`src/rtl/usb_pkg.sv`:
```
// Shared USB transmit-side types: PID codes, SYNC pattern and sender FSM states.
// Used by pid_sender; PID_SENDER_SYNC_EN selects whether the SYNC prefix is sent.
package usb_pkg;

  typedef enum logic [3:0] {
    OUT   = 4'b0001,
    IN    = 4'b1001,
    SOF   = 4'b0101,
    SETUP = 4'b1101,
    DATA0 = 4'b0011,
    DATA1 = 4'b1011,
    ACK   = 4'b0010,
    NAK   = 4'b1010,
    STALL = 4'b1110
  } pid_t;

  localparam logic [7:0] SYNC_BYTE = 8'b1000_0000;

  typedef enum logic [1:0] {
    TX_IDLE = 2'd0,
    TX_SYNC = 2'd1,
    TX_PID  = 2'd2,
    TX_DONE = 2'd3
  } tx_state_t;

  // Wire image of a PID byte: check nibble above the PID nibble, sent LSB first.
  function automatic logic [7:0] pid_byte(input pid_t p);
    return {~p, p};
  endfunction

endpackage

```
`src/rtl/pid_sender_fsm.sv`:
```
// State register and next-state logic for pid_sender.
// With PID_SENDER_SYNC_EN undefined the SYNC state is never entered.
module pid_sender_fsm
  import usb_pkg::*;
(
  input  logic      clk,
  input  logic      rst,
  input  logic      start_PID,
  input  logic      cnt_last,
  output tx_state_t cs,
  output tx_state_t ns
);

  tx_state_t w_first;

`ifdef PID_SENDER_SYNC_EN
  assign w_first = TX_SYNC;
`else
  assign w_first = TX_PID;
`endif

  always_comb begin
    ns = cs;
    case (cs)
      TX_IDLE: if (start_PID) ns = w_first;
      TX_SYNC: if (cnt_last) ns = TX_PID;
      TX_PID:  if (cnt_last) ns = TX_DONE;
      TX_DONE: ns = start_PID ? w_first : TX_IDLE;
      default: ns = TX_IDLE;
    endcase
  end

  always_ff @(posedge clk or posedge rst) begin
    if (rst) cs <= TX_IDLE;
    else     cs <= ns;
  end

endmodule

```
`src/rtl/pid_sender.sv`:
```
// Serializes an optional SYNC byte then a PID byte, LSB first, one bit per clock.
// Define PID_SENDER_SYNC_EN to send the 8-bit SYNC prefix before the PID.
module pid_sender
  import usb_pkg::*;
(
  input  logic clk,
  input  logic rst,
  input  logic start_PID,
  input  pid_t pid_in,
  output logic s_out,
  output logic s_valid,
  output logic busy,
  output logic end_PID
);

  tx_state_t  w_cs;
  tx_state_t  w_ns;
  logic       w_accept;
  logic       w_cnt_last;
  logic [7:0] r_shift;
  logic [2:0] r_cnt;
  logic       r_s_out;
  logic       r_s_valid;
  logic       r_busy;
  logic       r_end;

  pid_sender_fsm u_fsm (
    .clk       (clk),
    .rst       (rst),
    .start_PID (start_PID),
    .cnt_last  (w_cnt_last),
    .cs        (w_cs),
    .ns        (w_ns)
  );

  assign w_cnt_last = (r_cnt == 3'd7);
  // A start is taken only when the FSM leaves IDLE or DONE for a field state.
  assign w_accept = ((w_cs == TX_IDLE) || (w_cs == TX_DONE)) &&
                    ((w_ns == TX_SYNC) || (w_ns == TX_PID));

  // Outputs trail the state by one cycle, so bit k leaves while the counter holds k.
  always_ff @(posedge clk or posedge rst) begin
    if (rst) begin
      r_shift   <= 8'd0;
      r_cnt     <= 3'd0;
      r_s_out   <= 1'b0;
      r_s_valid <= 1'b0;
      r_busy    <= 1'b0;
      r_end     <= 1'b0;
    end else begin
      r_s_out   <= 1'b0;
      r_s_valid <= 1'b0;
      r_busy    <= 1'b0;
      r_end     <= 1'b0;
      case (w_cs)
        TX_SYNC: begin
          r_s_out   <= SYNC_BYTE[r_cnt];
          r_s_valid <= 1'b1;
          r_busy    <= 1'b1;
          r_cnt     <= r_cnt + 3'd1;
        end
        TX_PID: begin
          r_s_out   <= r_shift[0];
          r_shift   <= {1'b0, r_shift[7:1]};
          r_s_valid <= 1'b1;
          r_busy    <= 1'b1;
          r_cnt     <= r_cnt + 3'd1;
        end
        TX_DONE: begin
          r_end <= 1'b1;
          r_cnt <= 3'd0;
        end
        default: r_cnt <= 3'd0;
      endcase
      if (w_accept) r_shift <= pid_byte(pid_in);
    end
  end

  assign s_out   = r_s_out;
  assign s_valid = r_s_valid;
  assign busy    = r_busy;
  assign end_PID = r_end;

endmodule

```
`config.mk`:
```
export PLATFORM = sky130hd
export DESIGN_NAME = pid_sender
export DESIGN_NICKNAME = d
export VERILOG_FILES = /design/src/rtl/usb_pkg.sv /design/src/rtl/pid_sender_fsm.sv /design/src/rtl/pid_sender.sv
export SDC_FILE = /design/constraint.sdc
export NUM_CORES = 1
export LEC_CHECK = 0
export ABC_AREA = 1
export CAP_MARGIN = 20
export CORE_UTILIZATION = 53
export CTS_CLUSTER_SIZE = 12
export DETAILED_ROUTE_END_ITERATION = 6
export PLACE_DENSITY_LB_ADDON = 0.08
export SLEW_MARGIN = 5
export SYNTH_ARGS = -nofsm -noshare
export SYNTH_HDL_FRONTEND = slang
export SYNTH_SLANG_ARGS = --single-unit
```
`constraint.sdc`:
```
create_clock -name clk -period 2.3 [get_ports clk]
set_input_delay 0.345 -clock clk [delete_from_list [all_inputs] [get_ports clk]]
set_output_delay 0.345 -clock clk [all_outputs]
set_load 0.01 [all_outputs]
```
==> results.json, run 1 <==
{
  "wl_per_cell_um": 11.0,
  "grt_pass1_wl_mm": 2.46,
  "p_per_area_nw_per_um2": 1550,
  "fillers": 132,
  "dp_hpwl_mm": 1.17,
  "numCtsBuffers": 3,
  "coreArea_um2": 1520,
  "drt-total-wl_mm": 1.46,
  "cts_buffer_depth": 2,
  "synth_top_area_cell": "dfrtp_1",
  "finalCritPeriodShare_pct": 84.0,
  "fmax_mhz": 518,
  "slowest_stage": "dfrtp_1",
  "finalCriticalPeriod_ps": 1930,
  "r2r_start": "u_fsm.cs[0]$_DFF_PP0_",
  "clkSinkCount": 16,
  "final_layout_size_suffix_gt1_share_pct": 12.8,
  "final_common_cell": "nand2_1",
  "dr.pass1.iters": 4,
  "cp-end-kind": "register",
  "hold_buffers": 0,
  "viasPerCell": 4.71,
  "clk_pin_slew_ps": 100,
  "portBuffers": 10,
  "syn_avg_cell_area_um2": 8.41,
  "synth_top_area_share_pct": 45.3,
  "htreeDepth": 1,
  "yosys-top-cells-area": "dfrtp_1 (45%), nand2_1 (15%), ha_1 (11%)",
  "grt.overflow.total": 0,
  "area_growth_pct": 15.6,
  "synth_area_um2": 883,
  "n_antenna_cell": 0,
  "postCtsResizedCells": 0,
  "io_pins": 11,
  "dieArea_um2": 1830,
  "ir_drop_mv": 0.796,
  "initial_core_util_pct": 58.0,
  "slew_headroom_pct": 61.3,
  "startpoint": "u_fsm.cs[0]$_DFF_PP0_",
  "hold_violations": 0,
  "crit_arrival_ps": 2110,
  "postRouteAntennaNets": 0,
  "cp.required_ps": 2480,
  "reg2reg_depth": 13,
  "p_leak_uw": 0.000571,
  "finClkSkew_ps": 4.38,
  "drc": 0,
  "worst_slew_pin_slew_ps": 580,
  "setup_violations": 0,
  "final_cell_mix": "nand2_1 (36), dfrtp_1 (16), inv_1 (14), clkdlybuf4s50_1 (10), ha_1 (8)",
  "max_stage_delay_ps": 430,
  "cp_max_fo": 11,
  "rows": 14,
  "gp_congestion": 0.786,
  "ys_warn_count": 0,
  "drt_iter0_markers": 15,
  "root_buffer": "clkbuf_4",
  "fin_tns_setup_ps": 0,
  "grt_antenna_before_repair": 0,
  "outcome": "complete, no violations",
  "ys_ff_latch": 16,
  "cts_tree": "yes",
  "critPathKind": "reg2reg",
  "nets": 133,
  "synth_cell_types": 19,
  "synthCells": 105,
  "syn_nets": 120,
  "grt_util_all_layers_pct": 18.5,
  "holdWs_ps": 401,
  "grt_start_max_net_pins": 17,
  "total_power_uw": 1580,
  "die_width_um": 42.8,
  "path_cells": "inv_1, ha_1, inv_2, o21ai_2, nand2_2, nand2_4, inv_2, nand2_4, nand3_4, nand2_2, inv_1, nand2_1, nand2_1",
  "die_h_um": 42.8,
  "clkLatencyLatePin_ps": 290,
  "post_cts_buffers": 0,
  "timing.final.max_slew_violations": 0,
  "vias": 626,
  "hp-class": "in2async",
  "startpoint_type": "register",
  "grt_pass1_vias": 580,
  "rsz0062_at_grt": "no",
  "yosysSeqAreaShare_pct": 45.3,
  "max_cap_viol_count": 0
}
[path summary, 6_finish.rpt]
path / slack, ps / endpoint
worst max-delay path: 370 / r_shift[5]$_DFFE_PP0P_
worst min-delay path: 400 / r_cnt[0]$_DFF_PP0_
worst max register to register: 370 / r_shift[5]$_DFFE_PP0P_
worst min register to register: 430 / r_cnt[0]$_DFF_PP0_
max in group asynchronous: 1520 / r_shift[6]$_DFFE_PP0P_
min in group clk: 430 / r_cnt[0]$_DFF_PP0_
[critical path, delay by kind of cell (launching register included)]
kind,cells,cell delay [ps]
fa+ha+maj,1,320
flops,1,430
simple gates,7,620
compound gates,1,70
buf+inv,4,370
[registers in the layout (all words and copies together), names as in the netlist]
name	count
s_out	1
end_PID	1
r_shift	8
busy	1
u_fsm.cs	2
r_cnt	3
[through the flow]
step	area, µm²	worst slack (ps)	util, %	cells
global route	1020	201	67.0	133
finish	1020	369	67.0	133
floorplan	883	656	-	105
CTS	1020	360	67.0	133
detailed placement	985	384	64.6	129
global placement	985	452	64.6	129
[per-layer routing]
layer,wire length [µm],track usage (%),vias up
met5,0,0,-
met4,32,9.38,0
met3,38,2.55,4
met2,625,28.2,10
met1,762,25.6,270
li1,-,-,342
[synth_stat cells]
cell      count
nand3b_1      1
nand2_2       4
nand3_4       1
nand3_1       2
buf_4         1
inv_1        14
inv_2         2
nand2_4       2
nor2_1        7
dfrtp_1      16
o21ai_1       3
o21ai_2       1
ha_1          8
buf_6         1
nand2_1      36
nand4_1       3
o22ai_1       1
a21oi_1       1
nor2_2        1
[cells by family after synthesis]
family / count (synthesis) / synth area share, %
AND/OR/NAND/NOR: 57 / 30.5
buffers and inverters: 18 / 8.92
flip-flops: 16 / 45.3
adder cells (fa/ha/maj): 8 / 11.3
AO/OA/AOI/OAI: 6 / 3.97
[layout make-up]
type	instances	area, µm²	share of cell area [%]
inverters	16	60.1	5.88
well taps	16	20.0	1.96
flip-flops and latches	16	400	39.2
repair buffers	10	100	9.80
multi-input cells	71	404	39.6
clock buffers	4	36.3	3.55
[where the power goes]
| group | switching [µW] | internal, µW |
|---|---|---|
| clock | 93.0 | 96.4 |
| sequential | 70.5 | 420 |
| combinational | 561 | 345 |
(Power assumes the default switching activity.)
==> run 2: changes to the inputs <==
--- a/config.mk
+++ b/config.mk
@@ -7,7 +7,7 @@
 export LEC_CHECK = 0
 export ABC_AREA = 1
 export CAP_MARGIN = 20
-export CORE_UTILIZATION = 53
+export CORE_UTILIZATION = 48
 export CTS_CLUSTER_SIZE = 12
 export DETAILED_ROUTE_END_ITERATION = 6
 export PLACE_DENSITY_LB_ADDON = 0.08
==> constraint.sdc (replaced) <==
create_clock -name clk -period 1.7 [get_ports clk]
set_input_delay 0.255 -clock clk [delete_from_list [all_inputs] [get_ports clk]]
set_output_delay 0.255 -clock clk [all_outputs]
set_load 0.01 [all_outputs]
==> results.json, run 2 (synthesis gave the netlist of run 1 again) <==
{
  "outcome": "complete, but fails checks",
  "violations": "setup timing",
  "startpoint": "u_fsm.cs[1]$_DFF_PP0_",
  "grt_pass1_vias": 701,
  "finClkSkew_ps": 14.9,
  "final_util_pct": 76.7,
  "top_register": "r_shift",
  "coreArea_um2": 1730,
  "root_buffer": "clkbuf_4",
  "finalCriticalPeriod_ps": 1710,
  "startpoint_type": "register",
  "timing.final.max_slew_violations": 0,
  "rsz0062_at_grt": "yes",
  "die_width_um": 44.9,
  "drt_iter0_markers": 18,
  "portBuffers": 10,
  "finalCritPeriodShare_pct": 101,
  "dp_hpwl_mm": 1.25,
  "dr.pass1.iters": 4,
  "final_cell_count_no_fill": 159,
  "gp_congestion": 0.801,
  "drt-total-wl_mm": 1.97,
  "dp.cells": 148,
  "worst_slew_pin_slew_ps": 214,
  "max_cap_viol_count": 0,
  "setup_violations": 2,
  "area_growth_pct": 49.9,
  "slew_headroom_pct": 85.7,
  "grt.overflow.total": 0,
  "rows": 15,
  "viasPerCell": 4.74,
  "worst_slack_ps": -13.3,
  "crit_arrival_ps": 1920,
  "n_antenna_cell": 0,
  "critPathKind": "reg2reg",
  "wl_per_cell_um": 12.4,
  "nets": 150,
  "final_cell_mix": "nand2_1 (33), dfrtp_1 (14), inv_1 (10), clkdlybuf4s50_1 (10), buf_4 (9)",
  "final_common_cell": "nand2_1",
  "hp-class": "in2async",
  "ir_drop_mv": 1.17,
  "hold_violations": 0,
  "p_per_area_nw_per_um2": 2260,
  "grt_start_max_net_pins": 17,
  "holdWs_ps": 242,
  "drc": 0,
  "hold_buffers": 0,
  "clk_pin_slew_ps": 100,
  "vias": 753,
  "initial_core_util_pct": 51.2,
  "htreeDepth": 1,
  "grt_pass1_wl_mm": 2.99,
  "final_layout_size_suffix_gt1_share_pct": 42.5,
  "clkSinkCount": 16,
  "postRouteAntennaNets": 0,
  "fmax_mhz": 584,
  "io_pins": 11,
  "largest_register_ff_count": 8,
  "numCtsBuffers": 3,
  "p_leak_uw": 0.000663,
  "clkLatencyLatePin_ps": 300,
  "dieArea_um2": 2020,
  "r2r_start": "u_fsm.cs[1]$_DFF_PP0_",
  "cts_buffer_depth": 2,
  "reg.largest.list": "r_shift: 8 flops, r_cnt: 3 flops, u_fsm.cs: 2 flops",
  "grt_util_all_layers_pct": 21.5,
  "cp-end-kind": "register",
  "die_h_um": 44.9,
  "grt_antenna_before_repair": 0,
  "cp.required_ps": 1910,
  "cts_tree": "yes",
  "cp_max_fo": 5
}
## run 2: cell count changes in the layout (fill, tap and decap cells not counted), moves of 4 or more
cell / delta
buf_6: +7
ha_4: +5
buf_4: +9
nor2_1: -5
inv_1: -4
ha_1: -7
## run 2: area by class of cell
cell class | count | area [µm²]
flip-flops and latches | 16 | 403
fillers | 117 | 403
inverters | 16 | 67.6
multi-input cells | 72 | 539
repair buffers | 26 | 246
clock buffers | 4 | 36.3
well taps | 25 | 31.3
## run 2: worst paths after layout
check                                          to  slack (ps)  cells past startpoint
max                        r_shift[1]$_DFFE_PP0P_         -10                     13
min                        r_shift[1]$_DFFE_PP0P_         240                      3
max reg2reg                r_shift[1]$_DFFE_PP0P_         -10                     13
min reg2reg                    r_cnt[0]$_DFF_PP0_         480                      1
max in group asynchronous      r_cnt[2]$_DFF_PP0_        1260                      3
min in group clk               r_cnt[0]$_DFF_PP0_         480                      1
## run 2: timing repair
| action | 4_1_cts | 5_1_grt |
|---|---|---|
| gates cloned | 1 | 0 |
| pin swaps | 13 | 10 |
| endpoints found under the setup margin | 6 | 8 |
| setup buffers | 5 | 1 |
| resized for setup | 22 | 22 |
## run 2: power breakdown
group / switching, µW / internal, µW / total, µW
registers: 127 / 573 / 700
clock network: 125 / 131 / 256
logic: 1070 / 956 / 2030
## run 2: per-stage QoR
step / worst slack (ps) / area (µm²) / power, µW / TNS (ps)
2_1_floorplan: 56.0 / 883 / 1670 / 0
3_3_place_gp: -59.7 / 1070 / 2060 / -268
3_5_place_dp: -130 / 1070 / 2080 / -573
4_1_cts: 8.52 / 1230 / 2660 / 0
5_1_grt: -141 / 1320 / 3240 / -761
6_report: -13.3 / 1320 / 2990 / -16.6
## run 2: worst max-delay path, cell delays in order (launching register included)
cell and delay, ps:
dfrtp_2 470, inv_4 100, ha_4 150, inv_4 50, o21ai_2 130, nand2_2 80
nand2_4 80, inv_2 50, nand2_4 90, nand3_2 140, nand2_1 100, nand2_1 60
nand2_1 80, inv_1 40
## run 2: metal layers
metal | up-vias | GRT usage [%] | wire (µm)
met5 | - | 0 | 0
met4 | 0 | 7.27 | 40
met3 | 7 | 7.20 | 86
met2 | 17 | 33.8 | 923
met1 | 351 | 27.9 | 921
li1 | 378 | - | -
==> run 3: changes to the inputs <==
--- a/config.mk
+++ b/config.mk
@@ -10,6 +10,7 @@
 export CORE_UTILIZATION = 48
 export CTS_CLUSTER_SIZE = 12
 export DETAILED_ROUTE_END_ITERATION = 6
+export GPL_TIMING_DRIVEN = 1
 export PLACE_DENSITY_LB_ADDON = 0.08
 export SLEW_MARGIN = 5
 export SYNTH_ARGS = -nofsm -noshare
==> results of run 3 <==
Same layout as run 2: the final DEF is identical, and so are final timing and power.
==> patch (config.mk and constraints of run 1) <==
Add a define of `PID_SENDER_SYNC_EN`.
--- a/src/rtl/pid_sender_fsm.sv
+++ b/src/rtl/pid_sender_fsm.sv
@@ -1,5 +1,7 @@
 // State register and next-state logic for pid_sender.
 // With PID_SENDER_SYNC_EN undefined the SYNC state is never entered.
+`define PID_SENDER_SYNC_EN
+
 module pid_sender_fsm
   import usb_pkg::*;
 (
Check against the original RTL: not equivalent (a bounded check fails within 4 cycles, from zero or initial values and one cycle with rst high).
==> patch against run 1 <==
The flow now finishes with violations (DRC). Area after synthesis increased by 4.4%. Wire length decreased by 1.1%. Total power decreased by 13%. Sequential power decreased by 1%. Critical path depth decreased by 2. Fmax decreased by 4.5%. Global-route usage decreased by 0.28 points. Final area increased by 0.74%. Setup slack got worse by 0.091 ns. Sequential cell count unchanged. Highest routed layer unchanged.
==> patch: results (changes against run 1) <==
* Synth async-reset ratio at 100% (unchanged)
* Sequential cell area at 400 um^2 (unchanged)
* Inverters at 14 (was 16)
* Net Sw Frac at 45.1% (was 45.7%)
* Status: finished with violations (was finished, final reports clean)
* Slowest cell on crit path: dfrtp_1 (unchanged)
* Nets at 128 (was 133)
* Signal buf overhead at 9.73% (was 9.80%)
* Clock root cell: clkbuf_4 (unchanged)
* Via Count at 645 (was 626)
* Placement Setup Slack at 0.240 ns (was 0.384 ns)
* Failing checks: DRC
* Residual DRC at 1 (was 0)
* Worst-path fanout max at 19 (was 11)
* Clock sinks at 16 (unchanged)
* CP peak stage delay at between 0.4 and 0.5 ns
* Total CTS buffers at 3 (unchanged)
* Post-synth cell types at 18 (was 19)
* Area contributors post-synth: dfrtp_1 (43%), nand2_1 (15%), nand3_2 (8.7%) (was dfrtp_1 (45%), nand2_1 (15%), ha_1 (11%))
* Biggest register: r_shift (unchanged)
* Routed WL at 1440 um (was 1460 um)
* Syn Nets at 116 (was 120)
* Final Power at 1380 uW (was 1580 uW)
* DPL Wire Length at 1090 um (was 1170 um)
* Final Skew at 0.00225 ns (was 0.00438 ns)
* Global Route Usage Sum at 18.2% (was 18.5%)
* Min-Delay Path Class: primary input to asynchronous set/reset pin (unchanged)
* Max IR drop VDD at 0.000687 V (was 0.000796 V)
* Vias in the first global route at 591 (was 580)
* Diodes inserted at 0 (unchanged)
* Syn. warnings at 0 (unchanged)
* CTS Buffer Depth at 2 (unchanged)
* Final clock-cell share at 2.19% (was 3.55%)
* Global-route wire length before repair at 2480 um (was 2460 um)
* Reg power frac at 35.1% (was 30.9%)
* Initial DRT Pass Iterations at 6 (was 4)
* Arr. time, crit path at 2.20 ns (was 2.11 ns)
* Slew headroom at 60.4% (was 61.3%)
* Seq/Total Area, Yosys at 43.4% (was 45.3%)
* Combinational Power Share at 54.4% (was 57.1%)
* Largest net degree at the start of global routing at 20 (was 17)
* Fraction of layout instances using a drive strength above 1 at 19.5% (was 12.8%)
* Filler Cells Inserted at 125 (was 132)
* Multi-In Gates at 70 (was 71)
* Bufs w/o clock at 10 (unchanged)
* Synth top cells by count: nand2_1 (38), dfrtp_1 (16), inv_1 (13) (was nand2_1 (36), dfrtp_1 (16), inv_1 (14))
* Leak pwr at 0.000564 uW (was 0.000571 uW)
* Fraction of area in multi-input gates at 42.1% (was 39.6%)
* GPL Wtd Cong at 0.774 (was 0.786)
patch: timing repair:
item,in CTS,in global routing
buffers inserted,0,0
endpoints found under the setup margin,0,1
resized for setup,0,1
hold buffers,0,0
patch: final timing paths:
check	startpoint	endpoint	slack [ns]	cells past startpoint
max	u_fsm.cs[0]$_DFF_PP0_	r_shift[3]$_DFFE_PP0P_	0.28	11
min	rst	r_shift[4]$_DFFE_PP0P_	0.42	2
min reg2reg	r_cnt[0]$_DFF_PP0_	r_cnt[0]$_DFF_PP0_	0.44	1
max reg2reg	u_fsm.cs[0]$_DFF_PP0_	r_shift[3]$_DFFE_PP0P_	0.28	11
min in group clk	r_cnt[0]$_DFF_PP0_	r_cnt[0]$_DFF_PP0_	0.44	1
max in group asynchronous	rst	end_PID$_DFF_PP0_	1.49	2
patch: logic make-up (layout without fill, tap and decap cells):
| group | Yosys count | count (layout) | synth area share (%) |
|---|---|---|---|
| fa+ha+maj | 6 | 6 | 8.14 |
| simple gates | 58 | 58 | 34.5 |
| compound gates | 6 | 6 | 4.07 |
| buf+inv | 17 | 27 | 9.91 |
| flops | 16 | 16 | 43.4 |
patch: routing by layer:
metal  up-vias  routed length, um  track usage (%)  share of wire (%)
met5         -                  0                0                  0
met4         0                 34             11.3                2.4
met3         5                 52             2.50                3.6
met2        18                645             26.6                 45
met1       285                709             25.5                 49
li1        337                  -                -                  -
patch: stage by stage:
| step | utilization, % | instances | instance area, um^2 |
|---|---|---|---|
| finish | 66.0 | 129 | 1030 |
| global route | 66.0 | 129 | 1030 |
| CTS | 65.8 | 129 | 1030 |
| detailed placement | 64.4 | 126 | 1000 |
| global placement | 64.4 | 126 | 1000 |
| floorplan | - | 103 | 922 |
